## src/rtl/gain_stage_arb_pkg.sv

```systemverilog
// rtl/gain_stage_arb_pkg.sv - shared FSM type and constants for gain_stage_arb
package gain_stage_arb_pkg;

   typedef enum logic [1:0] {
      ST_IDLE  = 2'd0,
      ST_ISSUE = 2'd1,
      ST_WAIT  = 2'd2
   } state_e;

   // Unity gain with a 12-bit fractional shift in the downstream gain_stage
   localparam int UNITY_GAIN             = 'h1000;
   localparam int DEFAULT_TIMEOUT_CYCLES = 100;

endpackage

```

## src/rtl/gain_stage_arb_rr_arbiter.sv

```systemverilog
// rtl/gain_stage_arb_rr_arbiter.sv - round-robin selector, priority starts at ptr_i
module rr_arbiter #(
   parameter int NUM_CH = 4,
   parameter int CH_W   = 2
) (
   input  logic [NUM_CH-1:0] req_i,
   input  logic [CH_W-1:0]   ptr_i,
   output logic [NUM_CH-1:0] grant_o,
   output logic              valid_o
);

   logic [CH_W:0] idx;

   always_comb begin
      grant_o = '0;
      valid_o = 1'b0;
      idx     = '0;
      for (int i = 0; i < NUM_CH; i++) begin
         idx = {1'b0, ptr_i} + (CH_W+1)'(i);
         if (idx >= (CH_W+1)'(NUM_CH)) begin
            idx = idx - (CH_W+1)'(NUM_CH);
         end
         if (!valid_o && req_i[idx[CH_W-1:0]]) begin
            grant_o[idx[CH_W-1:0]] = 1'b1;
            valid_o                = 1'b1;
         end
      end
   end

endmodule

```

## src/rtl/gain_stage_arb.sv

```systemverilog
// rtl/gain_stage_arb.sv - arbitrates NUM_CH requesters onto one shared gain_stage
// Optional WAIT timeout enabled by defining GAIN_STAGE_ARB_TIMEOUT_EN.
module gain_stage_arb
   import gain_stage_arb_pkg::*;
#(
   parameter int NUM_CH         = 4,
   parameter int GAIN_WIDTH     = 16,
   parameter int DIN_WIDTH      = 16,
   parameter int DOUT_WIDTH     = 16,
   parameter int TIMEOUT_CYCLES = DEFAULT_TIMEOUT_CYCLES
) (
   input  logic                          clk,
   input  logic                          rst,
   input  logic [NUM_CH-1:0]             req,
   input  logic [NUM_CH*DIN_WIDTH-1:0]   req_din,
   output logic [NUM_CH-1:0]             ack,
   input  logic                          cfg_we,
   input  logic [$clog2(NUM_CH)-1:0]     cfg_ch,
   input  logic [GAIN_WIDTH-1:0]         cfg_gain,
   output logic [GAIN_WIDTH-1:0]         gs_gain,
   output logic [DIN_WIDTH-1:0]          gs_din,
   output logic                          gs_din_v,
   input  logic [DOUT_WIDTH-1:0]         gs_dout,
   input  logic                          gs_dout_v,
   output logic                          rsp_v,
   output logic [$clog2(NUM_CH)-1:0]     rsp_ch,
   output logic [DOUT_WIDTH-1:0]         rsp_dout,
   output logic                          rsp_err,
   output logic                          busy
);

   localparam int CH_W = $clog2(NUM_CH);

   state_e                 state_q, state_d;
   logic [CH_W-1:0]        ptr_q, ptr_d;
   logic [CH_W-1:0]        ch_q, ch_d;
   logic [DIN_WIDTH-1:0]   din_q, din_d;
   logic [GAIN_WIDTH-1:0]  gain_lat_q, gain_lat_d;
   logic [GAIN_WIDTH-1:0]  gain_q [NUM_CH];
   logic                   rsp_v_q, rsp_v_d;
   logic [CH_W-1:0]        rsp_ch_q, rsp_ch_d;
   logic [DOUT_WIDTH-1:0]  rsp_dout_q, rsp_dout_d;

   logic [NUM_CH-1:0]      grant;
   logic                   grant_v;
   logic [CH_W-1:0]        grant_idx;

`ifdef GAIN_STAGE_ARB_TIMEOUT_EN
   localparam int CNT_W = $clog2(TIMEOUT_CYCLES + 1);
   logic [CNT_W-1:0]       cnt_q, cnt_d;
   logic                   rsp_err_q, rsp_err_d;
`endif

   rr_arbiter #(
      .NUM_CH (NUM_CH),
      .CH_W   (CH_W)
   ) u_rr (
      .req_i   (req),
      .ptr_i   (ptr_q),
      .grant_o (grant),
      .valid_o (grant_v)
   );

   always_comb begin
      grant_idx = '0;
      for (int i = 0; i < NUM_CH; i++) begin
         if (grant[i]) begin
            grant_idx = CH_W'(i);
         end
      end
   end

   // Gain registers are read in IDLE before a same-edge write lands
   always_ff @(posedge clk) begin
      if (rst) begin
         for (int k = 0; k < NUM_CH; k++) begin
            gain_q[k] <= GAIN_WIDTH'(UNITY_GAIN);
         end
      end else if (cfg_we) begin
         gain_q[cfg_ch] <= cfg_gain;
      end
   end

   always_comb begin
      state_d    = state_q;
      ptr_d      = ptr_q;
      ch_d       = ch_q;
      din_d      = din_q;
      gain_lat_d = gain_lat_q;
      rsp_v_d    = 1'b0;
      rsp_ch_d   = rsp_ch_q;
      rsp_dout_d = rsp_dout_q;
`ifdef GAIN_STAGE_ARB_TIMEOUT_EN
      cnt_d      = cnt_q;
      rsp_err_d  = rsp_err_q;
`endif
      case (state_q)
         ST_IDLE: begin
            if (grant_v) begin
               ch_d       = grant_idx;
               din_d      = req_din[grant_idx*DIN_WIDTH +: DIN_WIDTH];
               gain_lat_d = gain_q[grant_idx];
               ptr_d      = (grant_idx == CH_W'(NUM_CH-1)) ? '0 : grant_idx + 1'b1;
               state_d    = ST_ISSUE;
            end
         end
         ST_ISSUE: begin
`ifdef GAIN_STAGE_ARB_TIMEOUT_EN
            cnt_d   = '0;
`endif
            state_d = ST_WAIT;
         end
         ST_WAIT: begin
            if (gs_dout_v) begin
               rsp_v_d    = 1'b1;
               rsp_ch_d   = ch_q;
               rsp_dout_d = gs_dout;
`ifdef GAIN_STAGE_ARB_TIMEOUT_EN
               rsp_err_d  = 1'b0;
`endif
               state_d    = ST_IDLE;
            end
`ifdef GAIN_STAGE_ARB_TIMEOUT_EN
            else if (cnt_q == CNT_W'(TIMEOUT_CYCLES-1)) begin
               rsp_v_d    = 1'b1;
               rsp_ch_d   = ch_q;
               rsp_dout_d = '0;
               rsp_err_d  = 1'b1;
               state_d    = ST_IDLE;
            end else begin
               cnt_d = cnt_q + 1'b1;
            end
`endif
         end
         default: state_d = ST_IDLE;
      endcase
   end

   always_ff @(posedge clk) begin
      if (rst) begin
         state_q    <= ST_IDLE;
         ptr_q      <= '0;
         ch_q       <= '0;
         din_q      <= '0;
         gain_lat_q <= '0;
         rsp_v_q    <= 1'b0;
         rsp_ch_q   <= '0;
         rsp_dout_q <= '0;
`ifdef GAIN_STAGE_ARB_TIMEOUT_EN
         cnt_q      <= '0;
         rsp_err_q  <= 1'b0;
`endif
      end else begin
         state_q    <= state_d;
         ptr_q      <= ptr_d;
         ch_q       <= ch_d;
         din_q      <= din_d;
         gain_lat_q <= gain_lat_d;
         rsp_v_q    <= rsp_v_d;
         rsp_ch_q   <= rsp_ch_d;
         rsp_dout_q <= rsp_dout_d;
`ifdef GAIN_STAGE_ARB_TIMEOUT_EN
         cnt_q      <= cnt_d;
         rsp_err_q  <= rsp_err_d;
`endif
      end
   end

   assign gs_din_v = (state_q == ST_ISSUE);
   assign ack      = (state_q == ST_ISSUE) ? (NUM_CH'(1) << ch_q) : '0;
   assign gs_din   = din_q;
   assign gs_gain  = gain_lat_q;
   assign busy     = (state_q != ST_IDLE);
   assign rsp_v    = rsp_v_q;
   assign rsp_ch   = rsp_ch_q;
   assign rsp_dout = rsp_dout_q;
`ifdef GAIN_STAGE_ARB_TIMEOUT_EN
   assign rsp_err  = rsp_err_q;
`else
   assign rsp_err  = 1'b0;
`endif

endmodule

```

## config.mk

```make
export PLATFORM = sky130hd
export DESIGN_NAME = gain_stage_arb
export DESIGN_NICKNAME = d
export VERILOG_FILES = /design/src/rtl/gain_stage_arb_pkg.sv /design/src/rtl/gain_stage_arb_rr_arbiter.sv /design/src/rtl/gain_stage_arb.sv
export SDC_FILE = /design/constraint.sdc
export NUM_CORES = 1
export LEC_CHECK = 0
export BUFFER_PORTS_ARGS = -buffer_cell sky130_fd_sc_hd__buf_2
export CORE_UTILIZATION = 57
export CTS_BUF_LIST = sky130_fd_sc_hd__clkbuf_16
export CTS_CLUSTER_SIZE = 25
export DETAILED_ROUTE_END_ITERATION = 10
export GPL_ROUTABILITY_DRIVEN = 0
export PLACE_DENSITY = 0.87
export SLEW_MARGIN = 40
export SYNTH_ARGS = -nofsm -noshare
export SYNTH_HDL_FRONTEND = slang
export SYNTH_SLANG_ARGS = --single-unit
```

## constraint.sdc

```tcl
create_clock -name clk -period 9.5 [get_ports clk]
set_clock_uncertainty 0.2 [all_clocks]
set_input_delay 1.9 -clock clk [delete_from_list [all_inputs] [get_ports clk]]
set_output_delay 1.9 -clock clk [all_outputs]
set_load 0.01 [all_outputs]
```

==> impl_metrics.yaml <==
worst_setup_path:
  cp_max_fo: 47
  regToRegSetupSlack_ns: 4.97
  rr_startpoint: "ptr_q[0]"
  cp-endpoint: "ptr_q[0]"
  crit_start: "req[1]"
  arrival_ns: 4.99
  r2r_cells: 10
  end_kind: "flip-flop"
  start_kind: "primary input"
  crit_type: "primary input to flip-flop"
  timing.rr.end: "ptr_q[0]"
  crit_required_ns: 9.63
route:
  routed_wl_microns: 15700
  num_vias: 5311
  wire_per_inst_microns: 17.5
  vias_per_cell: 5.93
  drt.antenna.violating_nets: 0
  drt_iter0_markers: 423
  dr.pass1.iters: 8
  drc: 0
synth:
  synth_top_area_frac: 0.319
  ys_async_sr_fraction: 0
  synth_seq_area_share: 0.509
  synth_cell_types: 49
  yosys.area.top_type: "edfxtp_1"
  syn_inst: 599
  synth_seq_cells: 121
  synthesis.nets: 712
  yosys_warnings: 0
  syn_avg_cell_area_sq_um: 10.1
  synth_area_sq_um: 6020
  synth_top_flop_cell: "edfxtp_1"
  synth-edff-count: 64
  synth_area_leaders: "edfxtp_1 32%, dfxtp_1 19%, o221ai_1 9.3%"
placed_design:
  dp_hpwl_microns: 9900
  port_buffers: 162
  place_area_sq_um: 6840
timing:
  slew_violations: 0
  tightest_slew_ns: 0.842
  fin_tns_setup_ns: 0
  period_minus_slack_ns: 4.86
  finalSetupViolCount: 0
  rsz0062_at_grt: "false"
  relSlewSlack: 0.437
  fmax_ghz: 0.206
  finalCritPeriodShare: 0.512
  hold_violations: 0
die:
  fp.dieH_microns: 105
  die_area_sq_um: 11000
  io_pins: 164
  initial_core_util: 0.586
  fp.dieW_microns: 105
  coreArea_sq_um: 10300
  rows: 37
grt:
  grt_max_degree: 64
  antenna_found_initial: 1
  use_met2: 0.504
  busiest_layer: "met2"
  grt_pass1_wl_microns: 25400
  overflow: 0
  track_usage: 0.292
  grt_use_met3: 0.0574
  first_global_vias: 5401
  met1_usage: 0.349
finish:
  regArea_sq_um: 3060
  area_growth_pct: 23.0
  layout-drive-gt1-share: 0.328
  n_fill_cell: 782
  layout_common_cells: "162 x buf_2, 75 x nor2_1, 64 x o221ai_1, 64 x edfxtp_1, 63 x and2_1"
  fin_area_sq_um: 7410
  final_common_cell: "buf_2"
  finalNetCount: 858
  multi_input_area_sq_um: 2720
cts:
  clock_sinks: 121
  cts_buffers: 17
  clock_latency_ns: 0.41
  cts-root-buf: "clkbuf_16"
  htreeDepth: 4
  cts_resized: 0
  postCtsSetupBuffers: 0
  cts_tree: "done"
  holdBufCountCts: 0
  path_clk_slew_ns: 0.06
  cts_buffer_depth: 2
power:
  leakage_uw: 0.00304
  ir_drop_mv: 0.222
  pwr_density_cell_nw_per_um2: 298
job:
  maxCapViolations: 0
run_status:
  outcome: "finished clean"
hold_path:
  hold_class: "flip-flop to flip-flop"
## flip-flops by register name, indices dropped and copies added, names as in the netlist
register  flops
rsp_ch        2
state_q       2
ptr_q         2
ch_q          2
rsp_v         1
rsp_dout     16
gs_gain      16
gs_din       16
gain_q       64
## report_power, final
| part | leakage [uW] | switching, uW | total (uW) | internal (uW) |
|---|---|---|---|---|
| registers | 0.00109 | 57.2 | 706 | 649 |
| clock network | 0.000285 | 231 | 592 | 360 |
| logic | 0.00166 | 579 | 910 | 332 |
## per-stage QoR
step | setup slack [ns] | cells | hold WS (ns) | util | power [uW]
6_report | 4.64 | 895 | 0.255 | 0.721 | 2210
5_1_grt | 4.46 | 894 | 0.272 | 0.721 | 2330
4_1_cts | 4.74 | 893 | 0.252 | 0.719 | 2190
3_5_place_dp | 4.36 | 861 | 0.244 | 0.666 | 1590
3_3_place_gp | 4.48 | 861 | 0.239 | 0.666 | 1540
2_1_floorplan | 5.23 | 599 | 0.274 | - | 1390
## layer usage
metal	wire length [microns]	share of wire
met1	6080	0.39
met2	8080	0.52
met3	1080	0.069
met4	424	0.027
met5	0	0
## Yosys cell counts (2+ instances only)
cell type / count
or2_2: 33
nand3b_1: 2
nor2_1: 76
nor2b_1: 3
o221ai_1: 64
o21a_1: 2
ha_1: 7
nor3b_1: 4
nand2b_1: 6
mux4_2: 2
edfxtp_1: 64
and2_1: 63
clkbuf_1: 26
mux2i_1: 3
or3b_2: 2
o21ai_0: 35
a21o_1: 2
nand2_1: 41
dfxtp_1: 57
buf_6: 6
o21bai_1: 32
a21oi_1: 23
or2_1: 4
buf_4: 5
buf_2: 6
a32o_1: 2
inv_1: 4
nor3_1: 3
mux2_2: 2
## worst max-delay path, stage by stage
cell,delay [ns]
buf_2,0.16
mux4_2,0.53
a221oi_2,0.23
o31a_2,0.18
nand4_1,0.60
buf_4,0.53
ha_1,0.27
or3_1,0.39
a21oi_1,0.16
## layout make-up
| cell class | instances | area share |
|---|---|---|
| clock inverter | 13 | 0.00996 |
| clock buffer | 19 | 0.0642 |
| multi-input combinational | 429 | 0.367 |
| antenna | 1 | 0.000338 |
| tap | 136 | 0.0230 |
| inverter | 5 | 0.00287 |
| timing repair buffer | 171 | 0.120 |
| sequential | 121 | 0.413 |
## cells by family after synthesis
group	count (synthesis)	share of synthesized area
compound gates	170	0.210
buf+inv	49	0.0428
flops	121	0.509
other cells	1	0.000623
simple gates	244	0.208
fa+ha+maj	7	0.0145
mux	7	0.0162
## worst min path at each step
stage	start	endpoint	slack (ns)	depth (start not counted)
after floorplan	ch_q[1]	rsp_ch[1]	0.27	2
after global placement	rsp_dout[11]	rsp_dout[11]	0.24	2
after detailed placement	rsp_dout[9]	rsp_dout[9]	0.24	2
after CTS	rsp_dout[9]	rsp_dout[9]	0.25	2
after global routing	rsp_dout[5]	rsp_dout[5]	0.27	2
final	rsp_dout[5]	rsp_dout[5]	0.26	2
Note: power is estimated with default switching activity, not from simulation.
